$ cat src/rtl/rv32_pkg.sv
`default_nettype none
// ============================================================================
// Module      : rv32_pkg
// Description : Shared RV32I decode constants: datapath defaults, base-ISA
//               opcodes, immediate formats and an opcode-to-format helper.
// Revision    : 1.0 - initial release
// ============================================================================
package rv32_pkg;

   localparam int XLEN_DEFAULT       = 32;
   localparam int REG_ADDR_W_DEFAULT = 5;

   // Base RV32I major opcodes
   localparam logic [6:0] OP       = 7'b0110011;
   localparam logic [6:0] OP_IMM   = 7'b0010011;
   localparam logic [6:0] LOAD     = 7'b0000011;
   localparam logic [6:0] STORE    = 7'b0100011;
   localparam logic [6:0] BRANCH   = 7'b1100011;
   localparam logic [6:0] JAL      = 7'b1101111;
   localparam logic [6:0] JALR     = 7'b1100111;
   localparam logic [6:0] LUI      = 7'b0110111;
   localparam logic [6:0] AUIPC    = 7'b0010111;
   localparam logic [6:0] SYSTEM   = 7'b1110011;
   localparam logic [6:0] MISC_MEM = 7'b0001111;

   typedef enum logic [2:0] {
      IMM_NONE = 3'd0,
      IMM_I    = 3'd1,
      IMM_S    = 3'd2,
      IMM_B    = 3'd3,
      IMM_U    = 3'd4,
      IMM_J    = 3'd5
   } imm_fmt_e;

   // Immediate format implied by the major opcode; unknown opcodes carry none
   function automatic imm_fmt_e imm_fmt_of(input logic [6:0] opcode);
      imm_fmt_e fmt;
      case (opcode)
         OP_IMM, LOAD, JALR, SYSTEM, MISC_MEM: fmt = IMM_I;
         STORE:                                fmt = IMM_S;
         BRANCH:                               fmt = IMM_B;
         LUI, AUIPC:                           fmt = IMM_U;
         JAL:                                  fmt = IMM_J;
         default:                              fmt = IMM_NONE;
      endcase
      return fmt;
   endfunction

endpackage : rv32_pkg
`default_nettype wire

$ cat src/rtl/decode_operand_stage_imm_gen.sv
`default_nettype none
// ============================================================================
// Module      : imm_gen
// Description : Combinational RV32I immediate generator. I/S/B/U/J formats
//               are sign-extended from instr[31]; R-type and unknown opcodes
//               produce zero.
// Revision    : 1.0 - initial release
// ============================================================================
module imm_gen
   import rv32_pkg::*;
#(
   parameter int XLEN = rv32_pkg::XLEN_DEFAULT
) (
   input  logic [31:0]     instr,
   output logic [XLEN-1:0] imm
);

   imm_fmt_e           w_fmt;
   logic signed [31:0] w_imm32;

   assign w_fmt = imm_fmt_of(instr[6:0]);

   // Reassemble the scattered immediate bits for the decoded format
   always_comb begin
      w_imm32 = '0;
      case (w_fmt)
         IMM_I:   w_imm32 = {{20{instr[31]}}, instr[31:20]};
         IMM_S:   w_imm32 = {{20{instr[31]}}, instr[31:25], instr[11:7]};
         IMM_B:   w_imm32 = {{19{instr[31]}}, instr[31], instr[7],
                             instr[30:25], instr[11:8], 1'b0};
         IMM_U:   w_imm32 = {instr[31:12], 12'b0};
         IMM_J:   w_imm32 = {{11{instr[31]}}, instr[31], instr[19:12],
                             instr[20], instr[30:21], 1'b0};
         default: w_imm32 = '0;
      endcase
   end

   // Signed cast extends the sign when XLEN exceeds 32
   assign imm = XLEN'(w_imm32);

endmodule : imm_gen
`default_nettype wire

$ cat src/rtl/decode_operand_stage.sv
`default_nettype none
// ============================================================================
// Module      : decode_operand_stage
// Description : RV32I decode / operand-fetch stage. Drives the register file
//               read addresses, applies WB-to-ID bypass, generates the
//               immediate, stalls on load-use hazards and registers the
//               result into the ID/EX register behind a valid/ready handshake.
//               Optional macro DECODE_ILLEGAL_EN adds the out_illegal output.
// Revision    : 1.0 - initial release
// ============================================================================
module decode_operand_stage
   import rv32_pkg::*;
#(
   parameter int XLEN       = rv32_pkg::XLEN_DEFAULT,
   parameter int REG_ADDR_W = rv32_pkg::REG_ADDR_W_DEFAULT
) (
   input  logic                  clk,
   input  logic                  rst_n,
   input  logic                  in_valid,
   output logic                  in_ready,
   input  logic [XLEN-1:0]       in_pc,
   input  logic [31:0]           in_instr,
   output logic [REG_ADDR_W-1:0] rs1_addr,
   output logic [REG_ADDR_W-1:0] rs2_addr,
   input  logic [XLEN-1:0]       rs1_data,
   input  logic [XLEN-1:0]       rs2_data,
   input  logic                  wb_en,
   input  logic [REG_ADDR_W-1:0] wb_addr,
   input  logic [XLEN-1:0]       wb_data,
   input  logic                  flush,
   output logic                  out_valid,
   input  logic                  out_ready,
   output logic [XLEN-1:0]       out_pc,
   output logic [31:0]           out_instr,
   output logic [XLEN-1:0]       out_rs1_val,
   output logic [XLEN-1:0]       out_rs2_val,
   output logic [XLEN-1:0]       out_imm,
   output logic [REG_ADDR_W-1:0] out_rd,
   output logic                  out_rd_we,
   output logic                  out_is_load
`ifdef DECODE_ILLEGAL_EN
   ,
   output logic                  out_illegal
`endif
);

   // ---------------------------------------------------------------------
   // Decode
   // ---------------------------------------------------------------------
   logic [6:0]            w_opcode;
   logic [REG_ADDR_W-1:0] w_rd;
   logic                  w_rs1_used;
   logic                  w_rs2_used;
   logic                  w_writes_rd;
   logic                  w_is_load;
   logic                  w_known;
   logic                  w_illegal;
   logic                  w_rd_we;
   logic [XLEN-1:0]       w_imm;

   assign w_opcode = in_instr[6:0];
   assign rs1_addr = REG_ADDR_W'(in_instr[19:15]);
   assign rs2_addr = REG_ADDR_W'(in_instr[24:20]);
   assign w_rd     = REG_ADDR_W'(in_instr[11:7]);

   // Classify the opcode: which sources it reads and whether it writes rd
   always_comb begin
      w_rs1_used  = 1'b1;
      w_rs2_used  = 1'b0;
      w_writes_rd = 1'b0;
      w_is_load   = 1'b0;
      w_known     = 1'b1;
      case (w_opcode)
         OP:              begin w_rs2_used = 1'b1; w_writes_rd = 1'b1; end
         OP_IMM, JALR:    w_writes_rd = 1'b1;
         LOAD:            begin w_writes_rd = 1'b1; w_is_load = 1'b1; end
         STORE, BRANCH:   w_rs2_used = 1'b1;
         JAL, LUI, AUIPC: begin w_rs1_used = 1'b0; w_writes_rd = 1'b1; end
         // CSR accesses write rd; ECALL/EBREAK (funct3 == 0) do not
         SYSTEM:          w_writes_rd = (in_instr[14:12] != 3'b000);
         MISC_MEM:        w_writes_rd = 1'b0;
         default:         w_known = 1'b0;
      endcase
   end

   // Opcode compare covers all 7 bits, so non-32-bit encodings are unknown too
   assign w_illegal = !w_known || (in_instr[1:0] != 2'b11);
   assign w_rd_we   = w_writes_rd && (w_rd != '0) && !w_illegal;

   imm_gen #(
      .XLEN (XLEN)
   ) u_imm_gen (
      .instr (in_instr),
      .imm   (w_imm)
   );

   // ---------------------------------------------------------------------
   // Operand select with WB bypass (x0 always reads zero)
   // ---------------------------------------------------------------------
   logic [XLEN-1:0] w_rs1_val;
   logic [XLEN-1:0] w_rs2_val;

   // Bypass the value being written back this cycle over the stale RF read
   always_comb begin
      if (rs1_addr == '0)                     w_rs1_val = '0;
      else if (wb_en && (wb_addr == rs1_addr)) w_rs1_val = wb_data;
      else                                     w_rs1_val = rs1_data;

      if (rs2_addr == '0)                     w_rs2_val = '0;
      else if (wb_en && (wb_addr == rs2_addr)) w_rs2_val = wb_data;
      else                                     w_rs2_val = rs2_data;
   end

   // ---------------------------------------------------------------------
   // Hazard and handshake
   // ---------------------------------------------------------------------
   logic r_valid;
   logic r_is_load;
   logic [REG_ADDR_W-1:0] r_rd;
   logic w_hazard;
   logic w_transfer;

   assign w_hazard = r_valid && r_is_load && (r_rd != '0) &&
                     ((w_rs1_used && (r_rd == rs1_addr)) ||
                      (w_rs2_used && (r_rd == rs2_addr)));

   // A flush always consumes (and discards) whatever is offered
   assign in_ready   = flush || (!w_hazard && (!r_valid || out_ready));
   assign w_transfer = in_valid && in_ready && !flush;

   // ---------------------------------------------------------------------
   // ID/EX register
   // ---------------------------------------------------------------------
   logic [XLEN-1:0] r_pc;
   logic [31:0]     r_instr;
   logic [XLEN-1:0] r_rs1_val;
   logic [XLEN-1:0] r_rs2_val;
   logic [XLEN-1:0] r_imm;
   logic            r_rd_we;
   logic            r_illegal;

   // Load on transfer, drain to a bubble when EX consumes, hold when stalled
   always_ff @(posedge clk or negedge rst_n) begin
      if (!rst_n) begin
         r_valid   <= 1'b0;
         r_pc      <= '0;
         r_instr   <= '0;
         r_rs1_val <= '0;
         r_rs2_val <= '0;
         r_imm     <= '0;
         r_rd      <= '0;
         r_rd_we   <= 1'b0;
         r_is_load <= 1'b0;
         r_illegal <= 1'b0;
      end else if (flush) begin
         r_valid   <= 1'b0;
      end else if (w_transfer) begin
         r_valid   <= 1'b1;
         r_pc      <= in_pc;
         r_instr   <= in_instr;
         r_rs1_val <= w_rs1_val;
         r_rs2_val <= w_rs2_val;
         r_imm     <= w_imm;
         r_rd      <= w_rd;
         r_rd_we   <= w_rd_we;
         r_is_load <= w_is_load;
         r_illegal <= w_illegal;
      end else if (out_ready) begin
         r_valid   <= 1'b0;
      end
   end

   assign out_valid   = r_valid;
   assign out_pc      = r_pc;
   assign out_instr   = r_instr;
   assign out_rs1_val = r_rs1_val;
   assign out_rs2_val = r_rs2_val;
   assign out_imm     = r_imm;
   assign out_rd      = r_rd;
   assign out_rd_we   = r_rd_we;
   assign out_is_load = r_is_load;

`ifdef DECODE_ILLEGAL_EN
   assign out_illegal = r_illegal;
`else
   // Illegal flag only matters when the port exists
   logic w_unused_illegal;
   assign w_unused_illegal = r_illegal;
`endif

endmodule : decode_operand_stage
`default_nettype wire

$ cat config.mk
export PLATFORM = sky130hd
export DESIGN_NAME = decode_operand_stage
export DESIGN_NICKNAME = d
export VERILOG_FILES = /design/src/rtl/rv32_pkg.sv /design/src/rtl/decode_operand_stage_imm_gen.sv /design/src/rtl/decode_operand_stage.sv
export SDC_FILE = /design/constraint.sdc
export NUM_CORES = 1
export LEC_CHECK = 0
export ABC_AREA = 1
export BUFFER_PORTS_ARGS = -buffer_cell sky130_fd_sc_hd__buf_2
export CAP_MARGIN = 25
export CORE_MARGIN = 2
export CORE_UTILIZATION = 51
export DETAILED_ROUTE_END_ITERATION = 12
export GPL_TIMING_DRIVEN = 1
export PLACE_DENSITY = 0.91
export SYNTH_ARGS = -nofsm -noshare
export SYNTH_HDL_FRONTEND = slang
export SYNTH_HIERARCHICAL = 1
export SYNTH_SLANG_ARGS = --single-unit
$ cat constraint.sdc
create_clock -name clk -period 2.2 [get_ports clk]
set_input_delay 0.11 -clock clk [delete_from_list [all_inputs] [get_ports clk]]
set_output_delay 0.11 -clock clk [all_outputs]
set_load 0.01 [all_outputs]
==> key figures <==
Run status
  – Status: complete, no violations

Critical path
  – Crit path DAT: 2.40 ns
  – Reg2reg start: out_rd[0]$_DFFE_PN0P_
  – Kind of cell adding the most delay to the critical path: buffers and inverters
  – CP max FO: 22
  – CP endpoint kind: register
  – Crit path buffers/inverters: 4
  – Setup crit start kind: input port
  – Crit path kind: in -> reg
  – Biggest cell delay along the critical path: 0.55 ns
  – Cell mode on critical path: nand2_1
  – Critical Path Source: in_instr[18]
  – WP data required: 2.56 ns
  – Crit path cell chain: dlygate4sd3_1 > buf_2 > inv_1 > nand2_1 > nand2_1 > nor2_1 > nand3_2 > buf_12 > nand2_1 > nand2_1 > nor2_1 > nand4_1 > nand2_1
  – CP max stage cell: dlygate4sd3_1

Synthesis
  – Top FF cell, synth: dfrtp_1
  – Synth area leader: dfrtp_1
  – Unique masters post-synth: 23
  – Count leader, synth: nand2_1
  – Mux cell area share after synthesis: 0%
  – Mapped Area: 9620 sq um
  – Syn nets: ~1,600
  – Post-synth EDFFs: 0
  – Synth area leaders: dfrtp_1 (42%), nand2_1 (23%), nand4_1 (11%)
  – Fraction of registers with async set/reset: 100%
  – Warnings from Yosys: 6
  – Post-synthesis xor/xnor area fraction: less than 1%
  – Commonest cells in the netlist: nand2_1 (595), nor2_1 (197), nand4_1 (164)
  – Synthesized area per cell: about 6.7 sq um
  – Top-area cell type share of the netlist area: about 42%
  – Post-Synthesis Cells: 1,438
  – Compound-gate portion of the synthesized area: 0.338%
  – Post-synthesis simple-gate area fraction: roughly 46%
  – Sequential element share of the synthesized area: between 40% and 50%
  – Main combinational cell family by area after synthesis: simple AND/OR/NAND/NOR gates
  – Adder-cell area share of the yosys netlist: 0%
  – Yosys reg bits: 163

Placement
  – Place WS: 0.345 ns
  – Gpl congestion: approximately 0.97
  – Port bufs: between 300 and 400
  – Hpwl dp: 21,700 um
  – Placed Area: roughly 11,000 sq um

Power
  – PD cells: 682 nW/um^2
  – Gate power share: 22.0%
  – Total Power: 8540 uW
  – Clock power frac: 35.9%
  – P_int: 5830 uW
  – Switching Share: 31.8%
  – Flop pwr share: 42.1%
  – Maximum VDD drop: about 0.00052 V
  – Cell leakage power: slightly below 0.008 uW
  – Sw power: 2720 uW

STA
  – Slew Viols, Final: 0
  – Setup TNS: 0 ns
  – Fin crit share: between 90% and 100%
  – Worst Hold Slack: slightly above 0.006 ns
  – Final hold vios: 0
  – Clock skew: 0.0128 ns
  – Post-layout min period: between 2 and 2.5 ns
  – Least-Margin Pin Slew: 0.665 ns
  – Worst rel slew slack: 55.7%
  – Worst setup margin: around 0.17 ns
  – Final Setup Violations: 0
  – RSZ-0062 raised after global routing: no
  – Maximum operating frequency: 0.492 GHz

Clock network
  – Worst-path clk slew: around 0.070 ns
  – Worst skew pair latency: 0.43 ns
  – H-tree levels: 4
  – CTS tree: done
  – CTS Sinks: 163
  – Root cell of the clock tree: clkbuf_16
  – Num CTS Buffers: 17
  – Post-CTS setup repair buffer count: 0
  – Longest Clk Path Bufs: 2

Finish
  – P&R area growth vs syn: 30.1%
  – FF/Latch Area: 4080 sq um
  – Layout cell share with drive strength beyond 1: 23.9%
  – Final layout net count: 1,939
  – Area taken by multi-input logic gates: 4520 sq um
  – Filler instances: about 1,500
  – Post-route cell area: 12,500 sq um

Min path
  – Min-delay src: in_instr[25]
  – Worst Hold Class: in -> reg

Drt
  – Wl on met1: about 12,000 um
  – Final wirelength: 32,400 um
  – DRC viols: 0
  – Vias: approximately 11,000
  – WL met2: 15,400 um
  – WL met3: 3220 um
  – Drt wl/cell: 16.1 um
  – Via density: between 5 and 6
  – DRT iter0 DRCs: 978
  – Initial DRT Pass Iterations: 6
  – Max Used Layer: met4
  – Post-route ant nets: 0

GRT
  – GRT overflow: 0
  – First-pass GRT wire length: 51,800 um
  – Largest net degree at the start of global routing: 81
  – GRT Resource Usage Total: 32.1%
  – Initial antenna violation count: 0
  – Number of global-route vias before repair: 10,400

Die
  – Chip Width: approximately 140 um
  – Die H: 141 um
  – Die area: about 20,000 sq um
  – Initial Utilization: 51.8%
  – Placement Rows: 50
  – Ports: 350
  – Core area: 18,600 sq um

Run
  – Max cap viols: 0
stage by stage:
stage	utilization, %	std cells
final	67.4	2016
after CTS	67.3	2015
after detailed placement	61.5	1934
after global placement	61.5	1934
after floorplan	-	1438
after global routing	67.3	2015
cell type report:
class                           count  area share (%)
Sequential cell                   163            32.6
Antenna cell                        1          0.0200
Inverter                          112            3.36
Clock buffer                       18            3.43
Tap cell                          234            2.34
Multi-Input combinational cell   1045            36.1
Clock inverter                     14            1.37
Timing Repair Buffer              429            20.8
timing repair:
item	4_1_cts	5_1_grt
resized for setup	0	1
hold buffers	49	0
hold endpoints to repair	108	0
endpoints found under the setup margin	0	1
path summary, 6_finish.rpt:
kind                                                     to  slack [ns]  cells after the start
max in group asynchronous       out_rs1_val[14]$_DFFE_PN0P_        1.18                      3
worst min register to register       out_pc[28]$_DFFE_PN0P_        0.47                      2
worst max register to register   out_rs1_val[8]$_DFFE_PN0P_        0.28                     12
worst min-delay path              out_instr[25]$_DFFE_PN0P_       0.006                      3
min in group asynchronous         out_instr[25]$_DFFE_PN0P_        0.24                      2
worst max-delay path             out_rs1_val[6]$_DFFE_PN0P_        0.17                     13
cells in the final DEF (no fill, tap or decap), drive strengths merged:
master / count
a21boi: 1
a21oi: 2
buf: 380
bufinv: 2
clkbuf: 18
clkinv: 5
clkinvlp: 2
dfrtp: 163
diode: 1
dlygate4sd3: 49
inv: 117
nand2: 598
nand3: 66
nand3b: 1
nand4: 164
nor2: 200
nor3: 4
o21ai: 3
xnor2: 5
xor2: 1
registers in the layout (all words and copies together) (netlist names):
name	flops
out_rs1_val	32
out_imm	32
out_rs2_val	32
out_rd	4
out_instr	28
out_valid	1
out_is_load	1
out_rd_we	1
out_pc	32
worst register-to-register path, cell delays in order (launching register included):
cell     delay (ns)
dfrtp_1        0.47
inv_1          0.12
nand2_1        0.06
nand2_1        0.06
nand2_1        0.05
nor2_1         0.10
nand3_1        0.07
nand2_1        0.15
nand2_4        0.11
nand3_4        0.13
buf_12         0.29
nand2_1        0.14
nand2_1        0.08
power groups by stage:
stage | logic, uW | clock network [uW] | registers, uW
2_1_floorplan | 754 | 0 | 3800
3_3_place_gp | 1740 | 0 | 3620
3_5_place_dp | 1790 | 0 | 3620
4_1_cts | 1860 | 3120 | 3580
5_1_grt | 2060 | 3250 | 3630
6_report | 1880 | 3070 | 3590
per-layer routing:
metal | vias to the layer above | track usage (%)
li1 | 5199 | -
met4 | 0 | 16.7
met1 | 5036 | 38.8
met5 | - | 0
met2 | 693 | 53.8
met3 | 135 | 7.32
cell families (layout without fill, tap and decap cells):
group | after synthesis | in the layout
other | 0 | 1
AO/OA/AOI/OAI | 6 | 6
XOR/XNOR | 6 | 6
buffers and inverters | 230 | 573
AND/OR/NAND/NOR | 1033 | 1033
flip-flops | 163 | 163
Power figures use the tool's default switching activity.
